## src/rtl/freq_divide_meter_if.sv

```systemverilog
// Bundle of measurement signals between a divided-clock source, the
// freq_divide_meter and whatever consumes its results.
// master: the meter (receives sig_in, drives the measurement results).
// slave : the environment (drives sig_in, observes the results).
interface freq_divide_meter_if #(
  parameter int W = 16
);
  logic         sig_in;
  logic [W-1:0] period_out;
  logic [W-1:0] high_out;
  logic         ratio_even;
  logic         meas_valid;
  logic         timeout;

  modport master (
    input  sig_in,
    output period_out,
    output high_out,
    output ratio_even,
    output meas_valid,
    output timeout
  );

  modport slave (
    output sig_in,
    input  period_out,
    input  high_out,
    input  ratio_even,
    input  meas_valid,
    input  timeout
  );
endinterface

```

## src/rtl/freq_divide_meter.sv

```systemverilog
// freq_divide_meter: receive-side checker for a clock divider.
// Synchronises an asynchronous divided clock into clk, measures period and
// high time in clk cycles between consecutive rising edges, flags exact
// 50 % duty and declares loss of signal after TIMEOUT cycles without a rise.
module freq_divide_meter #(
  parameter int W       = 16,
  parameter int TIMEOUT = 65535
) (
  input  logic                clk,
  input  logic                clr,
  freq_divide_meter_if.master mif
);

  typedef enum logic [1:0] {
    IDLE = 2'd0,
    HIGH = 2'd1,
    LOW  = 2'd2
  } state_t;

  localparam logic [W-1:0] TIMEOUT_W = W'(TIMEOUT);
  localparam logic [W-1:0] CNT_ONE   = W'(1);

  // Synchroniser and edge-detect flops.
  logic s1, s2, s3;
  logic rise, fall;

  // FSM state and counters.
  state_t       state_q, state_d;
  logic [W-1:0] cnt_q, cnt_d;
  logic [W-1:0] hi_shadow_q, hi_shadow_d;
  logic [W-1:0] cnt_inc;
  logic         expired;

  // Registered results.
  logic [W-1:0] period_q, period_d;
  logic [W-1:0] high_q, high_d;
  logic         ratio_q, ratio_d;
  logic         valid_q, valid_d;
  logic         timeout_q, timeout_d;

  // Two-flop synchroniser for sig_in plus one flop of history for edges.
  always_ff @(posedge clk or posedge clr) begin
    if (clr) begin
      s1 <= 1'b0;
      s2 <= 1'b0;
      s3 <= 1'b0;
    end else begin
      // NOTE: non-blocking assignments make each flop take the previous
      // stage's old value; blocking here would collapse the chain into one flop.
      s1 <= mif.sig_in;
      s2 <= s1;
      s3 <= s2;
    end
  end

  assign rise = s2 & ~s3;
  assign fall = ~s2 & s3;

  // The counter saturates instead of wrapping, and the timeout test uses >=,
  // so a fall landing exactly on TIMEOUT with TIMEOUT = 2^W-1 cannot lock up.
  assign cnt_inc = (cnt_q == '1) ? cnt_q : cnt_q + CNT_ONE;
  assign expired = (cnt_q >= TIMEOUT_W);

  // Next-state, counter and result logic.
  always_comb begin
    // NOTE: every variable gets a default before the case so no path leaves
    // one unassigned, which would otherwise infer a latch.
    state_d     = state_q;
    cnt_d       = cnt_q;
    hi_shadow_d = hi_shadow_q;
    period_d    = period_q;
    high_d      = high_q;
    ratio_d     = ratio_q;
    valid_d     = 1'b0;
    timeout_d   = timeout_q;

    case (state_q)
      IDLE: begin
        cnt_d = '0;
        if (rise) begin
          // First rise only opens a measurement; nothing is reported yet.
          state_d = HIGH;
          cnt_d   = CNT_ONE;
        end
      end

      HIGH: begin
        if (fall) begin
          hi_shadow_d = cnt_q;
          state_d     = LOW;
          cnt_d       = cnt_inc;
        end else if (expired) begin
          timeout_d = 1'b1;
          state_d   = IDLE;
          cnt_d     = '0;
        end else begin
          cnt_d = cnt_inc;
        end
      end

      LOW: begin
        if (rise) begin
          // A rise on the timeout cycle still completes the period.
          period_d  = cnt_q;
          high_d    = hi_shadow_q;
          ratio_d   = ({1'b0, cnt_q} == {hi_shadow_q, 1'b0});
          valid_d   = 1'b1;
          timeout_d = 1'b0;
          state_d   = HIGH;
          cnt_d     = CNT_ONE;
        end else if (expired) begin
          timeout_d = 1'b1;
          state_d   = IDLE;
          cnt_d     = '0;
        end else begin
          cnt_d = cnt_inc;
        end
      end

      default: begin
        state_d = IDLE;
        cnt_d   = '0;
      end
    endcase
  end

  // State, counter and result registers.
  always_ff @(posedge clk or posedge clr) begin
    if (clr) begin
      state_q     <= IDLE;
      cnt_q       <= '0;
      hi_shadow_q <= '0;
      period_q    <= '0;
      high_q      <= '0;
      ratio_q     <= 1'b0;
      valid_q     <= 1'b0;
      timeout_q   <= 1'b0;
    end else begin
      state_q     <= state_d;
      cnt_q       <= cnt_d;
      hi_shadow_q <= hi_shadow_d;
      period_q    <= period_d;
      high_q      <= high_d;
      ratio_q     <= ratio_d;
      valid_q     <= valid_d;
      timeout_q   <= timeout_d;
    end
  end

  assign mif.period_out = period_q;
  assign mif.high_out   = high_q;
  assign mif.ratio_even = ratio_q;
  assign mif.meas_valid = valid_q;
  assign mif.timeout    = timeout_q;

endmodule

```

## src/flat_wrapper.sv

```systemverilog
// flat-port wrapper written by rule: the top's interface ports become plain ports
module freq_divide_meter_flat 
#(
  parameter int W       = 16,
  parameter int TIMEOUT = 65535
)
  (clk, clr, mif_sig_in, mif_period_out, mif_high_out, mif_ratio_even, mif_meas_valid, mif_timeout);
  freq_divide_meter_if #(.W(W)) mif_i ();
  input  logic clk;
  input  logic clr;
  input wire logic [$bits(mif_i.sig_in)-1:0] mif_sig_in;
  output wire logic [$bits(mif_i.period_out)-1:0] mif_period_out;
  output wire logic [$bits(mif_i.high_out)-1:0] mif_high_out;
  output wire logic [$bits(mif_i.ratio_even)-1:0] mif_ratio_even;
  output wire logic [$bits(mif_i.meas_valid)-1:0] mif_meas_valid;
  output wire logic [$bits(mif_i.timeout)-1:0] mif_timeout;
  assign mif_i.sig_in = mif_sig_in;
  assign mif_period_out = mif_i.period_out;
  assign mif_high_out = mif_i.high_out;
  assign mif_ratio_even = mif_i.ratio_even;
  assign mif_meas_valid = mif_i.meas_valid;
  assign mif_timeout = mif_i.timeout;
  freq_divide_meter #(.W(W), .TIMEOUT(TIMEOUT)) u_core (.clk(clk), .clr(clr), .mif(mif_i));
endmodule
```

## config.mk

```make
export PLATFORM = sky130hd
export DESIGN_NAME = freq_divide_meter_flat
export DESIGN_NICKNAME = d
export VERILOG_FILES = /design/src/rtl/freq_divide_meter_if.sv /design/src/rtl/freq_divide_meter.sv /design/src/flat_wrapper.sv
export SDC_FILE = /design/constraint.sdc
export NUM_CORES = 1
export LEC_CHECK = 0
export BUFFER_PORTS_ARGS = -buffer_cell sky130_fd_sc_hd__buf_2
export CAP_MARGIN = 10
export CORE_MARGIN = 3
export CORE_UTILIZATION = 62
export DETAILED_ROUTE_END_ITERATION = 7
export HOLD_SLACK_MARGIN = 0.03
export PLACE_DENSITY_LB_ADDON = 0.3
export SYNTH_ARGS = -nofsm -noshare
export SYNTH_HDL_FRONTEND = slang
export SYNTH_SLANG_ARGS = --single-unit
```

## constraint.sdc

```tcl
create_clock -name clk -period 3.4 [get_ports clk]
set_input_delay 0.68 -clock clk [delete_from_list [all_inputs] [get_ports clk]]
set_output_delay 0.68 -clock clk [all_outputs]
set_load 0.05 [all_outputs]
```

After elaboration in Yosys (flattened, before gate mapping)

Index checks and enable logic that the tools add are counted.

$add $sub $neg: 1
$mul: 0
Divide/modulo/power cells: 0
Order comparisons: 1
Equal/unequal tests: 6
Shift-type cells: 0
Mux-type cells: 17
Bitwise operators: 4
Reduce and logical (&&, ||, !) cells: 5

Operators by type and width:

| operator              | count |
|---|---|
| $mux 16               | 4 |
| $pmux 16 s3           | 1 |
| $eq 16x17->1          | 1 |
| $add 16x1->16 const B | 1 |
| $eq 16x16->1 const B  | 1 |
| $ge 16x16->1 const B  | 1 |
| $mux 2                | 4 |
| $mux 1                | 6 |
| $pmux 2 s3            | 1 |
| $reduce_and 2->1      | 3 |
| $and 1x1->1           | 2 |
| $eq 2x1->1 const B    | 1 |
| $eq 2x2->1 const B    | 1 |
| $logic_not 2->1       | 1 |
| $ne 2x1->1 const B    | 1 |
| $ne 2x2->1 const B    | 1 |
| $not 1->1             | 2 |
| $pmux 1 s2            | 1 |
| $reduce_bool 2->1     | 1 |

Register bits after elaboration: 72
Latch bits: 0
Memory bits (writable): 0
Memory bits (read-only): 0
Input bits: 3
Memories: 0

Logic depth before layout (Yosys ltp)

Gate-level depths: netlist of the first run.

Depth in word-level cells: 5
Depth in mapped cells: 7
Mapped depth without buffers: 7

Worst setup path after synthesis of the first run

Ideal clock, no wire load.

Path kind: reg2reg
Start point: register u_core.cnt_q[1]
End point: register u_core.cnt_q[0]
Setup time: 0.124 ns
Arrival: 1.566 ns
Data required time: 3.276 ns
Setup slack: 1.711 ns
Cell stages (with the launch flop): 7
Path buffers: 0
Clock period less this slack: 1.689 ns
Path through: dfrtp_1 > ha_1 > and4_4 > nand4_4 > ha_1 > nor3_1 > a211o_1

Longest elaborated chain between the ends: 5
Elaborated cells between the ends (all ways): 7

RTL lines:

| item                                                 | RTL line                 | source |
|---|---|---|
| start: declaration                                   | freq_divide_meter.sv:29  | `logic [W-1:0] cnt_q, cnt_d;` |
| start signal: assignment                             | freq_divide_meter.sv:140 | `cnt_q <= cnt_d;` |
| branches (longest 4 deep; another with $ge 16x16->1) | n/a                      |  |
| $pmux 16 s3 (*)                                      | freq_divide_meter.sv:77  | `case (state_q)` |
| named net u_core.cnt_d[0]                            | freq_divide_meter.sv:29  |  |

Mark *: on every way through the listed nets, which the timed path passes.
A chain may end at the register's enable or synchronous reset.

Final worst setup path of the first run

Start point: register u_core.cnt_q[0]
End point: register u_core.cnt_q[13]

Longest elaborated chain between the ends: 5
Elaborated cells between the ends (all ways): 8

RTL lines:

| item                                          | RTL line                                          | source |
|---|---|---|
| $add 16x1->16 or $eq 16x16->1 (tied branches) | freq_divide_meter.sv:61                           | `assign cnt_inc = (cnt_q == '1) ? cnt_q : cnt_q + CNT_ONE;` |
| $mux 16                                       | freq_divide_meter.sv:61                           |  |
| $mux 16                                       | freq_divide_meter.sv:92, freq_divide_meter.sv:111 |  |
| $mux 16, on equally long branches             | freq_divide_meter.sv:102, freq_divide_meter.sv:88 |  |
| $pmux 16 s3 (*)                               | freq_divide_meter.sv:77                           |  |
| named net u_core.cnt_d[13]                    | freq_divide_meter.sv:29                           |  |

Mark *: on every way through the listed nets, which the timed path passes. The rest lies on a longest branch.

==> results of run 1 <==
## flip-flops by register name, indices dropped and copies added (netlist names)
register               cells
u_core.cnt_q              16
u_core.hi_shadow_q        16
u_core.mif.high_out       16
u_core.mif.meas_valid      1
u_core.mif.period_out     16
u_core.mif.ratio_even      1
u_core.mif.timeout         1
u_core.s1                  1
u_core.s2                  1
u_core.s3                  1
u_core.state_q             2
## power groups by stage
stage                     logic, mW  registers, mW  clock network [mW]
after floorplan               0.273           1.09                   0
after global placement        0.463           1.01                   0
after detailed placement      0.472           1.01                   0
after CTS                     0.481          0.997               0.804
after global routing          0.515           1.01               0.841
final                         0.482           1.00               0.790
## cells by family after synthesis
group           count (synthesis)
compound gates                 39
fa+ha+maj                       2
simple gates                   65
flops                          72
buf+inv                        19
xor+xnor                       15
mux                            48
## cells in the final DEF (no fill, tap or decap), types with 2 or more instances in the layout
cell                        count
sky130_fd_sc_hd__a21o_1         2
sky130_fd_sc_hd__a211oi_1       3
sky130_fd_sc_hd__or2_2          2
sky130_fd_sc_hd__o21ai_0       10
sky130_fd_sc_hd__nand4_1        6
sky130_fd_sc_hd__nand2b_1       3
sky130_fd_sc_hd__mux2_2        39
sky130_fd_sc_hd__mux2_1         9
sky130_fd_sc_hd__and4_1         2
sky130_fd_sc_hd__bufinv_16      3
sky130_fd_sc_hd__inv_1          3
sky130_fd_sc_hd__clkinv_2       2
sky130_fd_sc_hd__buf_12         2
sky130_fd_sc_hd__nor3_1         5
sky130_fd_sc_hd__or3_1          2
sky130_fd_sc_hd__nand4_2        2
sky130_fd_sc_hd__nor4_1         2
sky130_fd_sc_hd__buf_2         37
sky130_fd_sc_hd__a31oi_1        9
sky130_fd_sc_hd__o21ai_1        2
sky130_fd_sc_hd__dfrtp_1       72
sky130_fd_sc_hd__nor2_1         7
sky130_fd_sc_hd__nor2b_1        3
sky130_fd_sc_hd__a21oi_1        6
sky130_fd_sc_hd__xnor2_1       15
sky130_fd_sc_hd__clkbuf_8       9
sky130_fd_sc_hd__nand3_1        6
sky130_fd_sc_hd__nand2_1       10
sky130_fd_sc_hd__ha_1           2
sky130_fd_sc_hd__and3_1         2
## final cells by class
| type | instances | area, sq um |
|---|---|---|
| Sequential cell | 72 | 1800 |
| Timing Repair Buffer | 39 | 225 |
| Fill cell | 335 | 1170 |
| Tap cell | 67 | 83.8 |
| Inverter | 4 | 15.0 |
| Clock inverter | 6 | 108 |
| Clock buffer | 10 | 128 |
| Multi-Input combinational cell | 169 | 1380 |
## path summary, 6_finish.rpt
path / from / end / depth (start not counted)
hold reg to reg: u_core.s1$_DFF_PP0_ / u_core.s2$_DFF_PP0_ / 0
setup reg to reg: u_core.cnt_q[0]$_DFF_PP0_ / u_core.cnt_q[13]$_DFF_PP0_ / 5
setup / recovery: u_core.cnt_q[0]$_DFF_PP0_ / u_core.cnt_q[13]$_DFF_PP0_ / 5
hold / removal: u_core.s1$_DFF_PP0_ / u_core.s2$_DFF_PP0_ / 0
max in group asynchronous: clr / u_core.cnt_q[9]$_DFF_PP0_ / 3
min in group asynchronous: clr / u_core.hi_shadow_q[0]$_DFFE_PP0P_ / 2
## stage by stage
stage,util [%],power [mW]
after CTS,76.1,2.28
after global placement,71.3,1.47
after global routing,76.1,2.36
after detailed placement,71.3,1.48
after floorplan,-,1.36
final,76.1,2.27
## metal layers
layer  vias to the layer above  wire, um  track usage, %
met5                         -         0               0
met4                         0        79            9.97
met3                         9       281            3.51
met2                        56      3120            35.4
met1                      1108      3020            32.4
li1                       1014         -               -
==> results.md, run 1 <==
- Result of the run: completed
- Net count of the mapped netlist: 265
- Area of placed instances: 3500 sq um
- Classification of the worst-slack hold path: flip-flop to flip-flop
- Post-route antenna net violation count: 0
- Adder-cell share of the synthesized area: 0.763%
- Category of the worst setup path launch point: flip-flop
- Number of DRC violations after detailed routing: 0
- Area share of and/or/nand/nor cells after synthesis: a little over an eighth
- Antenna violations before repair: 0
- Number of buffers created by CTS: 9
- # resized after CTS: 0
- Clock period minus worst slack: about 2100 ps
- Final WS setup: 1260 ps
- Gate count of the mapped netlist: 260
- EDFF count, synth: 0
- NetSw: 0.704 mW
- Quantity of I/O buffers inserted on ports: 37
- Weighted congestion reported at the end of routability-driven placement: 0.808
- Overall global routing resource usage: 22.9%
- Achievable frequency: 467 MHz
- Data required time at the worst endpoint: 3620 ps
- Switching share of power: 31.0%
- Height of the chip: 78.7 um
- Vias in the first global route: 2164
- Peak VDD IR: 0.752 mV
- Type of the worst setup path: flip-flop to flip-flop
- Via density per instance: between 5 and 6
- Count of endpoints failing hold in the final timing report: 0
- Kind of cell adding the most delay to the critical path: simple AND/OR/NAND/NOR gates
- Placed cell count: 351
- Combinational power share: 21.2%
- Fraction of final layout cells with drive strength greater than 1: 36.3%
- Post-Layout Inst Area: about 3700 sq um
- Count of distinct cell types in the synthesized netlist: 49
- Number of max-capacitance violations reported: 0
- Count of TritonRoute iterations in the first routing pass: 4
- Wire per inst: between 15 and 20 um
- Crit share post-route: 62.9%
- Seq/Total Area, Yosys: approximately 55%
- Post-CTS Repair Setup Buffers: 0
- Xor/xnor cell area share of the yosys netlist: between 4 and 5%
- Sum Neg Setup Slack: 0 ps
- Area of the die: 6200 sq um
- Pin count of the biggest net entering global routing: 39
- Net total in the final layout: 300
- Clock skew: approximately 7.5 ps
- Number of antenna diodes: 0
- Biggest cell delay along the critical path: 530 ps
- Layout overhead on the synthesized area: 14.0%
- Placement Setup Slack: 1330 ps
- Crit path max fanout: 13
- Most common cell in the netlist: sky130_fd_sc_hd__dfrtp_1
- Multiplexer area fraction after synthesis: between 10% and 20%
- Clock power share: approximately a third
- Post-synth ARST share: between 90% and 100%
- Synthesized-area fraction occupied by ao, oa, aoi and oai cells: 7.44%
- Wire length of the first global-routing pass: 10.9 mm
- Worst-path clk slew: 70 ps
- Final Instance Count excl. Fillers: 367
- Number of violations reported at the end of detailed-routing iteration 0: 147
- R2r setup slk: 1260 ps
- Cell leakage power: 1.88 nW
- Hold Worst Slack: roughly 350 ps
- Initial standard-cell utilization of the core: 66.8%
- Worst slew margin: 50.0%
- Ys flop type: sky130_fd_sc_hd__dfrtp_1
- Buffer type at the clock tree root: sky130_fd_sc_hd__clkbuf_8
- Clk sink count: 72
- Synth Warn #: 0
- Number of buffers on the longest clock path: 2
- Crit path buf inv count: 0
- WL final: 6.49 mm
- Total global routing overflow: 0
- Dominant combinational cell family by area after synthesis: multiplexers
- Crit path cell chain: ha_1 > and4_4 > nand4_2 > o21ai_2 > and3b_1
- Row cnt: 25
- Synth area leader: sky130_fd_sc_hd__dfrtp_1
- Worst-Margin Slew: 749 ps
- Area fraction of the dominant cell type after synthesis: 54.9%
- Core area: 4910 sq um
- Pwr Density: 608 nW/um^2
- Number of register bits inferred by synthesis: 72
- Area contributors post-synth: sky130_fd_sc_hd__dfrtp_1 (55%), sky130_fd_sc_hd__mux2_2 (13%), sky130_fd_sc_hd__xnor2_1 (4.0%)
- Arrival time of data at the critical path endpoint: around 2400 ps
- Most numerous cell types in the synthesized netlist: sky130_fd_sc_hd__dfrtp_1 (72), sky130_fd_sc_hd__mux2_2 (39), sky130_fd_sc_hd__xnor2_1 (15)
- Number of H-tree levels: 3
- Number of I/O pins: 38
- Avg Cell Area, Syn: 12.6 sq um
- Setup violation total in the final timing report: 0
- Width of the chip: around 80 um
- Worst-path cell with the longest stage delay: sky130_fd_sc_hd__dfrtp_1
- Number of vias after detailed routing: 2187
- Count of hold buffers inserted by post-cts repair: 0
- CTS tree: done
- Kind of end point of the critical path: flip-flop
- Unrepaired setup endpoints after global routing: no
- Sequential Power Share: a little over two fifths
- Internal: 1.57 mW
- Detailed placer's ending HPWL: 4.37 mm
- Fin. max-slew vios: 0
- Worst-skew pair later-pin latency: approximately 330 ps
- Post-synthesis instance area: 3280 sq um
No activity file was read; power rests on OpenSTA's default activity.
==> run 2, diff against run 1 <==
Settings changed: CORE_UTILIZATION 62 to 58.
Clock period 3.4 ns to 2.1 ns, I/O delays scaled along.
==> results.md, run 2 (same netlist as run 1, synthesis figures left out) <==
- Buffer type at the clock tree root: sky130_fd_sc_hd__clkbuf_8
- Area of the die: 6590 sq um
- Final WS setup: 167 ps
- Quantity of I/O buffers inserted on ports: 37
- Number of buffers created by CTS: 9
- Total global routing overflow: 0
- Layout overhead on the synthesized area: 15.3%
- Initial standard-cell utilization of the core: 62.2%
- Wire per inst: 16.7 um
- Arrival time of data at the critical path endpoint: 2160 ps
- Worst r2r path cells: 7
- Weighted congestion reported at the end of routability-driven placement: 0.897
- Peak VDD IR: 0.819 mV
- Hold Worst Slack: 148 ps
- Placement Setup Slack: 244 ps
- Data required time at the worst endpoint: ~2300 ps
- Vias in the first global route: about 2100
- Startpoint of the lowest-slack register-to-register path: u_core.cnt_q[0]$_DFF_PP0_
- Pin count of the biggest net entering global routing: 73
- Reg2reg end: u_core.cnt_q[0]$_DFF_PP0_
- Crit path max fanout: 7
- Sum Neg Setup Slack: 0 ps
- Post-route antenna net violation count: 0
- Width of the chip: 81.2 um
- Count of TritonRoute iterations in the first routing pass: 4
- Post-Layout Inst Area: 3780 sq um
- Crit share post-route: 92.1%
- Classification of the worst-slack hold path: primary input to asynchronous set/reset pin
- Cell leakage power: around 1.9 nW
- Number of I/O pins: 38
- Most frequent standard cell in the layout excluding fill and tap cells: sky130_fd_sc_hd__dfrtp_1
- Core area: between 5000 and 6000 sq um
- Post-CTS Repair Setup Buffers: 0
- Category of the worst setup path launch point: flip-flop
- Clock power share: 34.8%
- Area of placed instances: approximately 3500 sq um
- Via density per instance: 5.95
- Fraction of final layout cells with drive strength greater than 1: between 30 and 40%
- R2r setup slk: between 150 and 200 ps
- Pwr Density: just under 1000 nW/um^2
- Number of vias after detailed routing: 2233
- Worst-skew pair later-pin latency: 350 ps
- Kind of end point of the critical path: flip-flop
- Result of the run: completed
- Worst-Margin Slew: 489 ps
- Clock period minus worst slack: 1930 ps
- Most used cells in the layout excluding fill and tap cells: sky130_fd_sc_hd__dfrtp_1 (72), sky130_fd_sc_hd__mux2_2 (39), sky130_fd_sc_hd__buf_2 (37), sky130_fd_sc_hd__xnor2_1 (15)
- Number of antenna diodes: 0
- Net total in the final layout: 305
- Height of the chip: 81.2 um
- Number of violations reported at the end of detailed-routing iteration 0: ~120
- Number of DRC violations after detailed routing: 0
- Switching share of power: between 30% and 40%
- WL final: about 6.3 mm
- Type of the worst setup path: flip-flop to flip-flop
- Worst slew margin: between 60 and 70%
- Clk sink count: between 70 and 80
- Fin. max-slew vios: 0
- Number of max-capacitance violations reported: 0
- Wire length of the first global-routing pass: 10.6 mm
- Number of buffers on the longest clock path: 2
- Antenna violations before repair: 0
- Combinational power share: 21.1%
- NetSw: 1.12 mW
- Sequential Power Share: 44.0%
- Count of endpoints failing hold in the final timing report: 0
- Internal: ~2.5 mW
- # resized after CTS: 0
- Overall global routing resource usage: 21.8%
- Setup violation total in the final timing report: 0
- Achievable frequency: a little over 500 MHz
- Count of hold buffers inserted by post-cts repair: 0
- Clock skew: about 6.0 ps
- Detailed placer's ending HPWL: 4.26 mm
- Number of H-tree levels: 3
- Worst-path clk slew: roughly 70 ps
- CTS tree: done
- Row cnt: 26
- Unrepaired setup endpoints after global routing: no
## run 2: cell type report
class                      instances  area [sq um]
timing repair buffer              44           263
inverter                           4          18.8
multi-input combinational        169          1380
fill                             389          1490
tap                               70          87.6
clock inverter                     7           110
sequential                        72          1800
clock buffer                       9           124
## run 2: power groups by stage
stage | logic, mW | clock network [mW] | registers (mW)
6_report | 0.774 | 1.27 | 1.61
4_1_cts | 0.784 | 1.31 | 1.61
3_3_place_gp | 0.764 | 0 | 1.63
3_5_place_dp | 0.771 | 0 | 1.63
5_1_grt | 0.844 | 1.36 | 1.63
2_1_floorplan | 0.442 | 0 | 1.76
## run 2: critical path, cell delays in order, from the launching register on
cell                      delay (ps)
sky130_fd_sc_hd__dfrtp_1         480
sky130_fd_sc_hd__ha_1            290
sky130_fd_sc_hd__and4_4          290
sky130_fd_sc_hd__nand4_4         110
sky130_fd_sc_hd__ha_1            220
sky130_fd_sc_hd__a21oi_1         140
sky130_fd_sc_hd__nor2_1           70
sky130_fd_sc_hd__a211o_1         220
## run 2: per-stage QoR
| stage | total power, mW | instances | util (%) |
|---|---|---|---|
| after floorplan | 2.20 | 260 | - |
| final | 3.66 | 375 | 71.7 |
| after global routing | 3.83 | 375 | 71.7 |
| after CTS | 3.70 | 375 | 71.7 |
| after global placement | 2.39 | 359 | 67.3 |
| after detailed placement | 2.40 | 359 | 67.3 |
## run 2: worst max-delay path by stage
stage | startpoint | end | slack (ps)
finish | u_core.cnt_q[0]$_DFF_PP0_ | u_core.cnt_q[0]$_DFF_PP0_ | 170
global placement | u_core.cnt_q[0]$_DFF_PP0_ | u_core.cnt_q[0]$_DFF_PP0_ | 340
detailed placement | u_core.cnt_q[0]$_DFF_PP0_ | u_core.cnt_q[0]$_DFF_PP0_ | 240
CTS | u_core.cnt_q[0]$_DFF_PP0_ | u_core.cnt_q[0]$_DFF_PP0_ | 200
floorplan | u_core.cnt_q[1]$_DFF_PP0_ | u_core.cnt_q[0]$_DFF_PP0_ | 410
global route | u_core.cnt_q[0]$_DFF_PP0_ | u_core.cnt_q[0]$_DFF_PP0_ | 110
## run 2: layer usage
| layer | vias to the layer above | global-route usage [%] | share of wire, % |
|---|---|---|---|
| met5 | - | 0 | 0 |
| met1 | 1119 | 30.1 | 45 |
| met3 | 8 | 6.10 | 6.7 |
| li1 | 1023 | - | - |
| met2 | 83 | 32.8 | 47 |
| met4 | 0 | 8.11 | 1.2 |
